**src/rtl/free_list_pkg.sv**
```systemverilog
// Shared types and sizing for the rename free list.
// Tags, pointers and the ROB<->FL bundles live here.
package free_list_pkg;

  localparam int NUM_SUPER = 2;
  localparam int NUM_PR    = 64;
  localparam int NUM_FL    = NUM_PR - 32;
  localparam int NUM_ROB   = 32;

  localparam int AR_W  = 5;
  localparam int PR_W  = $clog2(NUM_PR);
  localparam int ROB_W = $clog2(NUM_ROB);
  localparam int IDX_W = $clog2(NUM_FL);
  localparam int PTR_W = IDX_W + 1;

  typedef logic [AR_W-1:0]  ar_t;
  typedef logic [PR_W-1:0]  pr_t;
  typedef logic [ROB_W-1:0] rob_t;
  typedef logic [PTR_W-1:0] ptr_t;

  localparam ar_t  ZERO_REG  = ar_t'(31);
  localparam pr_t  ZERO_PR   = pr_t'(31);
  localparam ptr_t SUPER_CNT = ptr_t'(NUM_SUPER);

  typedef struct packed {
    logic [NUM_SUPER-1:0] retire_en;
    ar_t [NUM_SUPER-1:0]  dest_idx;
    pr_t [NUM_SUPER-1:0]  Told_idx;
  } ROB_FL_OUT_t;

  typedef struct packed {
    logic                FL_valid;
    pr_t [NUM_SUPER-1:0] T_idx;
  } FL_ROB_OUT_t;

  function automatic ptr_t ptr_add(ptr_t p, logic b);
    return p + ptr_t'(b);
  endfunction

endpackage

```
**src/rtl/free_list_if.sv**
```systemverilog
// Dispatch / retire / rollback bundle between the
// rename stage (master) and the free list (slave).
interface free_list_if;
  import free_list_pkg::*;

  logic                 dispatch_en;
  ar_t [NUM_SUPER-1:0]  dispatch_dest_idx;
  rob_t [NUM_SUPER-1:0] ROB_idx;
  logic [NUM_SUPER-1:0] retire_en;
  ar_t [NUM_SUPER-1:0]  retire_dest_idx;
  pr_t [NUM_SUPER-1:0]  Told_idx;
  logic                 rollback_en;
  rob_t                 ROB_rollback_idx;
  logic                 FL_valid;
  pr_t [NUM_SUPER-1:0]  T_idx;

  modport master (
    output dispatch_en, dispatch_dest_idx, ROB_idx,
    output retire_en, retire_dest_idx, Told_idx,
    output rollback_en, ROB_rollback_idx,
    input  FL_valid, T_idx
  );

  modport slave (
    input  dispatch_en, dispatch_dest_idx, ROB_idx,
    input  retire_en, retire_dest_idx, Told_idx,
    input  rollback_en, ROB_rollback_idx,
    output FL_valid, T_idx
  );

endinterface

```
**src/rtl/free_list_checkpoint.sv**
```systemverilog
// Per-ROB-entry snapshot of the free-list head pointer.
// Later write ports win when two slots hit the same entry.
module fl_checkpoint
  import free_list_pkg::*;
(
  input  logic                 clock,
  input  logic                 reset,
  input  logic [NUM_SUPER-1:0] we,
  input  rob_t [NUM_SUPER-1:0] waddr,
  input  ptr_t [NUM_SUPER-1:0] wdata,
  input  rob_t                 raddr,
  output ptr_t                 rdata
);

  ptr_t cp_q [NUM_ROB];
  ptr_t cp_d [NUM_ROB];

  always_comb begin
    cp_d = cp_q;
    for (int i = 0; i < NUM_SUPER; i++) begin
      if (we[i]) cp_d[waddr[i]] = wdata[i];
    end
  end

  assign rdata = cp_q[raddr];

  always_ff @(posedge clock) begin
    if (reset) begin
      for (int i = 0; i < NUM_ROB; i++) cp_q[i] <= '0;
    end else begin
      cp_q <= cp_d;
    end
  end

endmodule

```
**src/rtl/free_list.sv**
```systemverilog
// Circular free list of physical tags with combinational
// allocation, in-order refill on retire and ROB checkpoints.
module free_list
  import free_list_pkg::*;
(
  input  logic       clock,
  input  logic       reset,
  input  logic       en,
  free_list_if.slave fl_if
);

  pr_t  fl_q [NUM_FL];
  pr_t  fl_d [NUM_FL];
  ptr_t head_q, head_d;
  ptr_t tail_q, tail_d;
  ptr_t count;
  ptr_t cp_rd;
  ptr_t [NUM_SUPER-1:0] post;
  logic [NUM_SUPER-1:0] nz;
  logic [NUM_SUPER-1:0] push;
  logic [NUM_SUPER-1:0] cp_we;
  logic [PTR_W:0]       npush;
  logic                 accept;
  logic                 overflow;

  ROB_FL_OUT_t rob_in;
  FL_ROB_OUT_t fl_out;

  assign rob_in = '{
    retire_en: fl_if.retire_en,
    dest_idx:  fl_if.retire_dest_idx,
    Told_idx:  fl_if.Told_idx
  };

  assign count = tail_q - head_q;

  // Zero-reg dests take ZERO_PR and do not consume a slot.
  always_comb begin
    ptr_t off;
    fl_out = '0;
    fl_out.FL_valid = (count >= SUPER_CNT)
                   && !fl_if.rollback_en;
    off = head_q;
    for (int i = 0; i < NUM_SUPER; i++) begin
      nz[i] = fl_if.dispatch_dest_idx[i] != ZERO_REG;
      fl_out.T_idx[i] = nz[i] ? fl_q[off[IDX_W-1:0]]
                              : ZERO_PR;
      off = ptr_add(off, nz[i]);
      post[i] = off;
    end
  end

  assign accept = en && fl_if.dispatch_en
               && fl_out.FL_valid;
  assign cp_we  = {NUM_SUPER{accept}};

  always_comb begin
    head_d = head_q;
    if (en && fl_if.rollback_en) head_d = cp_rd;
    else if (accept) head_d = post[NUM_SUPER-1];
  end

  always_comb begin
    ptr_t wp;
    fl_d  = fl_q;
    npush = '0;
    wp    = tail_q;
    for (int i = 0; i < NUM_SUPER; i++) begin
      push[i] = en && rob_in.retire_en[i]
             && (rob_in.dest_idx[i] != ZERO_REG);
      if (push[i]) fl_d[wp[IDX_W-1:0]] = rob_in.Told_idx[i];
      wp    = ptr_add(wp, push[i]);
      npush = npush + (PTR_W+1)'(push[i]);
    end
    tail_d = wp;
  end

  assign overflow = ({1'b0, count} + npush)
                  > (PTR_W+1)'(NUM_FL);

  fl_checkpoint u_cp (
    .clock (clock),
    .reset (reset),
    .we    (cp_we),
    .waddr (fl_if.ROB_idx),
    .wdata (post),
    .raddr (fl_if.ROB_rollback_idx),
    .rdata (cp_rd)
  );

  assign fl_if.FL_valid = fl_out.FL_valid;
  assign fl_if.T_idx    = fl_out.T_idx;

  always_ff @(posedge clock) begin
    if (reset) begin
      head_q <= '0;
      tail_q <= {1'b1, {IDX_W{1'b0}}};
      for (int i = 0; i < NUM_FL; i++)
        fl_q[i] <= pr_t'(NUM_PR - NUM_FL + i);
    end else begin
      head_q <= head_d;
      tail_q <= tail_d;
      fl_q   <= fl_d;
    end
  end

  a_no_overflow: assert property (
    @(posedge clock) disable iff (reset) !overflow
  );

endmodule

```
**src/flat_wrapper.sv**
```systemverilog
// flat-port wrapper written by rule: the top's interface ports become plain ports
module free_list_flat import free_list_pkg::*;
  (clock, reset, en, fl_if_dispatch_en, fl_if_dispatch_dest_idx, fl_if_ROB_idx, fl_if_retire_en, fl_if_retire_dest_idx, fl_if_Told_idx, fl_if_rollback_en, fl_if_ROB_rollback_idx, fl_if_FL_valid, fl_if_T_idx);
  free_list_if fl_if_i ();
  input  logic clock;
  input  logic reset;
  input  logic en;
  input wire logic [$bits(fl_if_i.dispatch_en)-1:0] fl_if_dispatch_en;
  input wire logic [$bits(fl_if_i.dispatch_dest_idx)-1:0] fl_if_dispatch_dest_idx;
  input wire logic [$bits(fl_if_i.ROB_idx)-1:0] fl_if_ROB_idx;
  input wire logic [$bits(fl_if_i.retire_en)-1:0] fl_if_retire_en;
  input wire logic [$bits(fl_if_i.retire_dest_idx)-1:0] fl_if_retire_dest_idx;
  input wire logic [$bits(fl_if_i.Told_idx)-1:0] fl_if_Told_idx;
  input wire logic [$bits(fl_if_i.rollback_en)-1:0] fl_if_rollback_en;
  input wire logic [$bits(fl_if_i.ROB_rollback_idx)-1:0] fl_if_ROB_rollback_idx;
  output wire logic [$bits(fl_if_i.FL_valid)-1:0] fl_if_FL_valid;
  output wire logic [$bits(fl_if_i.T_idx)-1:0] fl_if_T_idx;
  assign fl_if_i.dispatch_en = fl_if_dispatch_en;
  assign fl_if_i.dispatch_dest_idx = fl_if_dispatch_dest_idx;
  assign fl_if_i.ROB_idx = fl_if_ROB_idx;
  assign fl_if_i.retire_en = fl_if_retire_en;
  assign fl_if_i.retire_dest_idx = fl_if_retire_dest_idx;
  assign fl_if_i.Told_idx = fl_if_Told_idx;
  assign fl_if_i.rollback_en = fl_if_rollback_en;
  assign fl_if_i.ROB_rollback_idx = fl_if_ROB_rollback_idx;
  assign fl_if_FL_valid = fl_if_i.FL_valid;
  assign fl_if_T_idx = fl_if_i.T_idx;
  free_list u_core (.clock(clock), .reset(reset), .en(en), .fl_if(fl_if_i));
endmodule
```
**config.mk**
```make
export PLATFORM = sky130hd
export DESIGN_NAME = free_list_flat
export DESIGN_NICKNAME = d
export VERILOG_FILES = /design/src/rtl/free_list_pkg.sv /design/src/rtl/free_list_if.sv /design/src/rtl/free_list_checkpoint.sv /design/src/rtl/free_list.sv /design/src/flat_wrapper.sv
export SDC_FILE = /design/constraint.sdc
export NUM_CORES = 1
export LEC_CHECK = 0
export ABC_AREA = 1
export CORE_MARGIN = 2
export CORE_UTILIZATION = 49
export CTS_BUF_LIST = sky130_fd_sc_hd__clkbuf_4 sky130_fd_sc_hd__clkbuf_8
export DETAILED_ROUTE_END_ITERATION = 7
export PLACE_DENSITY = 0.66
export SETUP_SLACK_MARGIN = 0.02
export SLEW_MARGIN = 5
export SYNTH_ARGS = -nofsm -noshare
export SYNTH_HDL_FRONTEND = slang
export SYNTH_SLANG_ARGS = --single-unit
```
**constraint.sdc**
```tcl
create_clock -name clock -period 6.1 [get_ports clock]
set_input_delay 1.525 -clock clock [delete_from_list [all_inputs] [get_ports clock]]
set_output_delay 1.525 -clock clock [all_outputs]
set_load 0.01 [all_outputs]
```
* After elaboration in Yosys (flattened, before gate mapping)
Index checks and enable logic that the tools add are counted.
** Operators by class
- Magnitude comparators :: 12
- Reduce and logical (&&, ||, !) cells :: 14
- Add/subtract/negate cells :: 5
- Bitwise logic cells :: 7
- Equal/unequal tests :: 4
- Multiplexer cells :: 29
** Operators by type and width (count)
- $bwmux 192 :: 4
- $mux 192 :: 4
- $demux 6 s5 :: 4
- $bmux 6 s5 :: 3
- $mux 6 :: 14
- $ge 6x6->1 const B :: 7
- $not 5->6 :: 7
- $add 6x1->6 :: 4
- $lt 6x1->1 const B :: 4
- $ne 5x5->1 const B :: 4
- $logic_and 1x1->1 :: 12
- $ge 6x2->1 const B :: 1
- $sub 6x6->6 :: 1
- $reduce_bool 2->1 :: 1
- $logic_not 1->1 :: 1
** Word-level totals
- Flip-flop bits (word level) :: 396
- Output and inout port bits :: 13
- Logic and storage cells :: 137
- Input port bits :: 54

* Depth between registers and ports, before layout
- Depth in word-level cells :: 10
- Gate-level depth with buffers :: 19
- Mapped depth without buffers :: 17

* Hierarchy
From an unflattened synthesis, not the netlist that was laid out.
** Second synthesis, totals
- Cell total of the unflattened synthesis :: 3900
- Area, all modules :: 24777.5 sq um
** By module, submodules not included
- free_list :: seq. area each 4083.9 sq um, cells an instance 2211, instances 1, area an instance 13958.4 sq um
- fl_checkpoint :: seq. area each 3843.7 sq um, cells an instance 1689, instances 1, area an instance 10819.1 sq um

* Least setup slack after synthesis
No wires, ideal clock.
- Path type :: input-to-output
- Start point :: input fl_if_dispatch_dest_idx[3]
- End point :: output fl_if_T_idx[11]
- Arrival :: 3.860 ns
- Buffers on the path :: 3
- Cell stages on the path :: 12
- Data required time :: 4.575 ns
- Path slack :: 0.715 ns
- Cell sequence :: and3_1 > and3_1 > inv_1 > ha_1 > ha_1 > clkbuf_1 > clkbuf_1 > clkbuf_1 > o21ai_0 > o211ai_1 > nand3_1 > a21boi_0
** On the way
- Longest elaborated chain between the ends :: 7
** Ends and longest elaborated chain
- start, declared :: line flat_wrapper.sv:9 : input wire logic [$bits(fl_if_i.dispatch_dest_idx)-1:0] fl_if_dispatch_dest_idx;
- $ne 5x5->1 :: line free_list.sv:45 : nz[i] = fl_if.dispatch_dest_idx[i] != ZERO_REG;
- $add 6x1->6 :: line free_list_pkg.sv:37 : return p + ptr_t'(b);
- $not 5->6 (not written as such) :: line free_list.sv:46 : fl_out.T_idx[i] = nz[i] ? fl_q[off[IDX_W-1:0]]
- $bmux 6 s5 :: line free_list.sv:46
- $mux 6 (not written as such) (2 in a row) :: line free_list.sv:46
- $mux 6 :: line free_list.sv:46
- end, declared :: line flat_wrapper.sv:17 : output wire logic [$bits(fl_if_i.T_idx)-1:0] fl_if_T_idx;
No other way between the ends. The select of a mux whose other input is x is not followed.

* Worst setup path in the final report
Same ends and word-level chain as after synthesis.

==> metrics.txt <==
crit path time final=just under 6000 ps; Clock Power Share=about two fifths; Flop pwr share=39.1%; Max-Cap Viols=0; final count of negative-setup-slack endpoints=0; fraction of layout cells with a size suffix above 1=under 10%; capture point of the worst reg-to-reg path=u_core.u_cp.cp_q[186]; total power of the final layout=6.80 mW; dominant synthesized flop cell=dfxtp_1; count of routing violations after the opening detailed-route iteration=roughly 4.3k; clk_skew=31.4 ps; remaining routing DRC violations=0; Power Dens Cells=between 200 and 250 mW/mm^2; Sink Count=396; top-area cell type share of the netlist area=30.3%; floorplan die height=235 um; type of element capturing the critical path=output pin; initial core utilization=49.7%; number of distinct standard cells referenced by the synthesized netlist=41; Slowest-stage cell, CP=clkdlybuf4s50_1; fraction of registers with async set or reset after synthesis=0%; switching pwr=2.30 mW; core outline area=0.0528 sq mm; nets in the synthesized netlist=4,579; placed cells=around 5k; destination of the worst hold path=u_core.fl_q[159]; number of core rows=between 80 and 90; net switching fraction of the power=about 34%; via count of the first global-routing pass=~27k; total number of nets in the final design=~4.5k; final critical-path share of the clock period=97.7%; post-synthesis to final-layout area growth=10.1%; type of the worst setup path=input pin to output pin; number of levels the H-tree was split into=3; sequential-to-total area share from yosys stat=between 30 and 40%; total routing usage reported by global routing=between 30% and 40%; Setup WS post-layout=141 ps; sum of routed wire length over all layers=110,000 um; outcome=finished, final reports clean; number of standard cells in the final layout excluding fillers=5,138; buffer cell driving the clock tree root=clkbuf_8; Hold Crit Class=flip-flop to flip-flop; crit-path most repeated cell=nand3_1; cell with the most instances after synthesis=nand2_1; final max-slew violation count=0; data required time at the worst endpoint=~4600 ps; First-pass DRT Iterations=8; number of flops mapped to enable cells by yosys=0; worst relative slew slack=12.0%; transition time at the pin with the least slew margin=about 1300 ps; Reg-to-Reg Start=u_core.head_q[4]; crit path buf inv count=5; Antenna Violating Nets Remaining=0; hold-fix buffer count after cts=0; clock insertion delay at the later pin of the skew report=680 ps; startpoint of the lowest-slack hold path=u_core.fl_q[159]; grt total ovfl=0; Hold Vio Cnt, Final=0; post-placement setup slack=-85.6 ps; post-synthesis sequential element count=396; placed cell area=between 0.02 and 0.03 sq mm; vias after detailed routing=~31k; number of instances in the synthesized netlist=approximately 4.5k; Avg WL per Cell=about 21 um; finished layout cell area=0.0288 sq mm; post-synthesis area per instance=approximately 5.8 sq um; combinational fraction of design power=around a fifth; first-pass GRT wire length=between 150,000 and 200,000 um; TritonCTS clock tree=done; cell accounting for the most synthesized area=dfxtp_1; critical-path cell list=clkdlybuf4s50_1, and3_1, and3_4, inv_1, ha_4, ha_4, or2_2, nand2_2, buf_12, nand3_1, nand3_1, nand3_1, a21boi_2, buf_4, clkdlybuf4s50_1; data arrival time of the critical path=4430 ps; CTS buffer count=73; Max Fclk=approximately 0.17 GHz; area of the die=between 0.05 and 0.06 sq mm; largest driver fanout on the critical path=19; maximum clock insertion buffer count=3; post-DR vias/cell=around 6.0; total number of cells along the worst setup path=15; Crit path max-delay family=buffers and inverters; Clock Pin Slew Worst Setup and Hold Paths=~60 ps; PortBufs=66; main area contributors after synthesis=dfxtp_1 30%, nand2_1 16%, nor2_1 11%, o21ai_0 9.4%, nand3_1 9.2%; reported leakage power=around 13 nW; Netlist Area Pre-Place=0.0262 sq mm; routability-driven placement congestion ratio=a little under 1; delay contributed by the slowest stage of the critical path=520 ps; number of placed I/O pins=67; register-to-register path setup slack=1920 ps; HPWL reported at the end of detailed placement=around 70,000 um; Die Wd=235 um; internal power contribution=4.49 mW; Synth top cells by count=1,139 x nand2_1, 784 x nor2_1, 490 x o21ai_0; maximum number of pins on one net before global-route repair=150; element type at the critical path start=input pin; maximum ir drop on the vdd rail=147 uV; Synth Warn #=0; utilization after layout=a little over half; Worst Reg2Reg Path Length in Cells=16; WHS Path Cells=2; unrepaired setup endpoints after global routing=no; initial antenna violation count=1
[routing by layer]
metal  track usage [%]  up-vias  part of all wire [%]
met5                 0        -                     0
met3              11.5      288                    14
met2              52.7     1869                    39
li1                  -    14586                     -
met4              12.2        0                   3.3
met1              55.7    13973                    43
[layout by cell type (no fill, tap or decap), drive strengths merged, types with 66 or more instances in the layout]
cell,instances
a21oi,357
buf,107
clkbuf,113
dfxtp,396
inv,234
nand2,1140
nand3,484
nand4,66
nor2,795
o21ai,491
[cell type report]
type	count	area, sq um
Antenna cell	1	2.50
Clock inverter	13	73.8
Inverter	242	920
Clock buffer	112	1420
Multi-Input combinational cell	3515	16000
Tap cell	688	861
Sequential cell	396	7930
Fill cell	5502	23900
Timing Repair Buffer	171	1610
[how the worst max path moves through the flow]
stage	startpoint	slack, ps	end
2_1_floorplan	fl_if_dispatch_dest_idx[3]	720	fl_if_T_idx[11]
3_3_place_gp	fl_if_dispatch_dest_idx[3]	-110	fl_if_T_idx[11]
3_5_place_dp	fl_if_dispatch_dest_idx[3]	-90	fl_if_T_idx[11]
4_1_cts	fl_if_dispatch_dest_idx[3]	30	fl_if_T_idx[11]
5_1_grt	fl_if_dispatch_dest_idx[3]	20	fl_if_T_idx[11]
6_report	fl_if_dispatch_dest_idx[3]	140	fl_if_T_idx[11]
[kinds of logic (layout without fill, tap and decap cells)]
kind of cell	count (synthesis)	count (layout)	synth area share [%]
AND/OR/NAND/NOR	2522	2522	39.9
flip-flops	396	396	30.3
multiplexers	12	12	0.478
adder cells (fa/ha/maj)	14	14	0.697
other	0	1	0
XOR/XNOR	7	7	0.263
buffers and inverters	600	538	9.05
AO/OA/AOI/OAI	960	960	19.4
[worst register-to-register path, cell delays in order (launching register included)]
cell,delay (ps)
dfxtp_1,730
clkinv_1,620
ha_1,550
nand2_1,90
nor2_1,100
nand2_1,70
nand3_1,70
nand2_1,50
nand2_1,70
inv_1,50
nand2_2,80
nand3_4,440
nor2_1,570
buf_4,320
nand3_1,100
nand2_1,100
nor2_1,50
[timing repair]
item                                    4_1_cts  5_1_grt
pin swaps                                     0        2
setup buffers                                 0        0
gates cloned                                  0        1
endpoints found under the setup margin        5        3
resized for setup                             7        5
[flip-flops by register name (all words and copies together) (netlist names)]
register	flops
u_core.fl_q	192
u_core.head_q	6
u_core.tail_q	6
u_core.u_cp.cp_q	192
[stage by stage]
| stage | setup TNS (ps) | hold WS (ps) |
|---|---|---|
| 6_report | 0 | 503 |
| 5_1_grt | 0 | 555 |
| 4_1_cts | 0 | 500 |
| 3_5_place_dp | -120 | 479 |
| 3_3_place_gp | -119 | 475 |
| 2_1_floorplan | 0 | 454 |
[power by group through the flow]
stage                     sequential [mW]  combinational [mW]  clock (mW)
after CTS                            2.65                1.36        2.73
after global placement               2.71                1.36           0
after detailed placement             2.71                1.36           0
after floorplan                      2.68               0.814           0
after global routing                 2.66                1.51        2.83
final                                2.66                1.43        2.71
No activity file was read; power rests on OpenSTA's default activity.
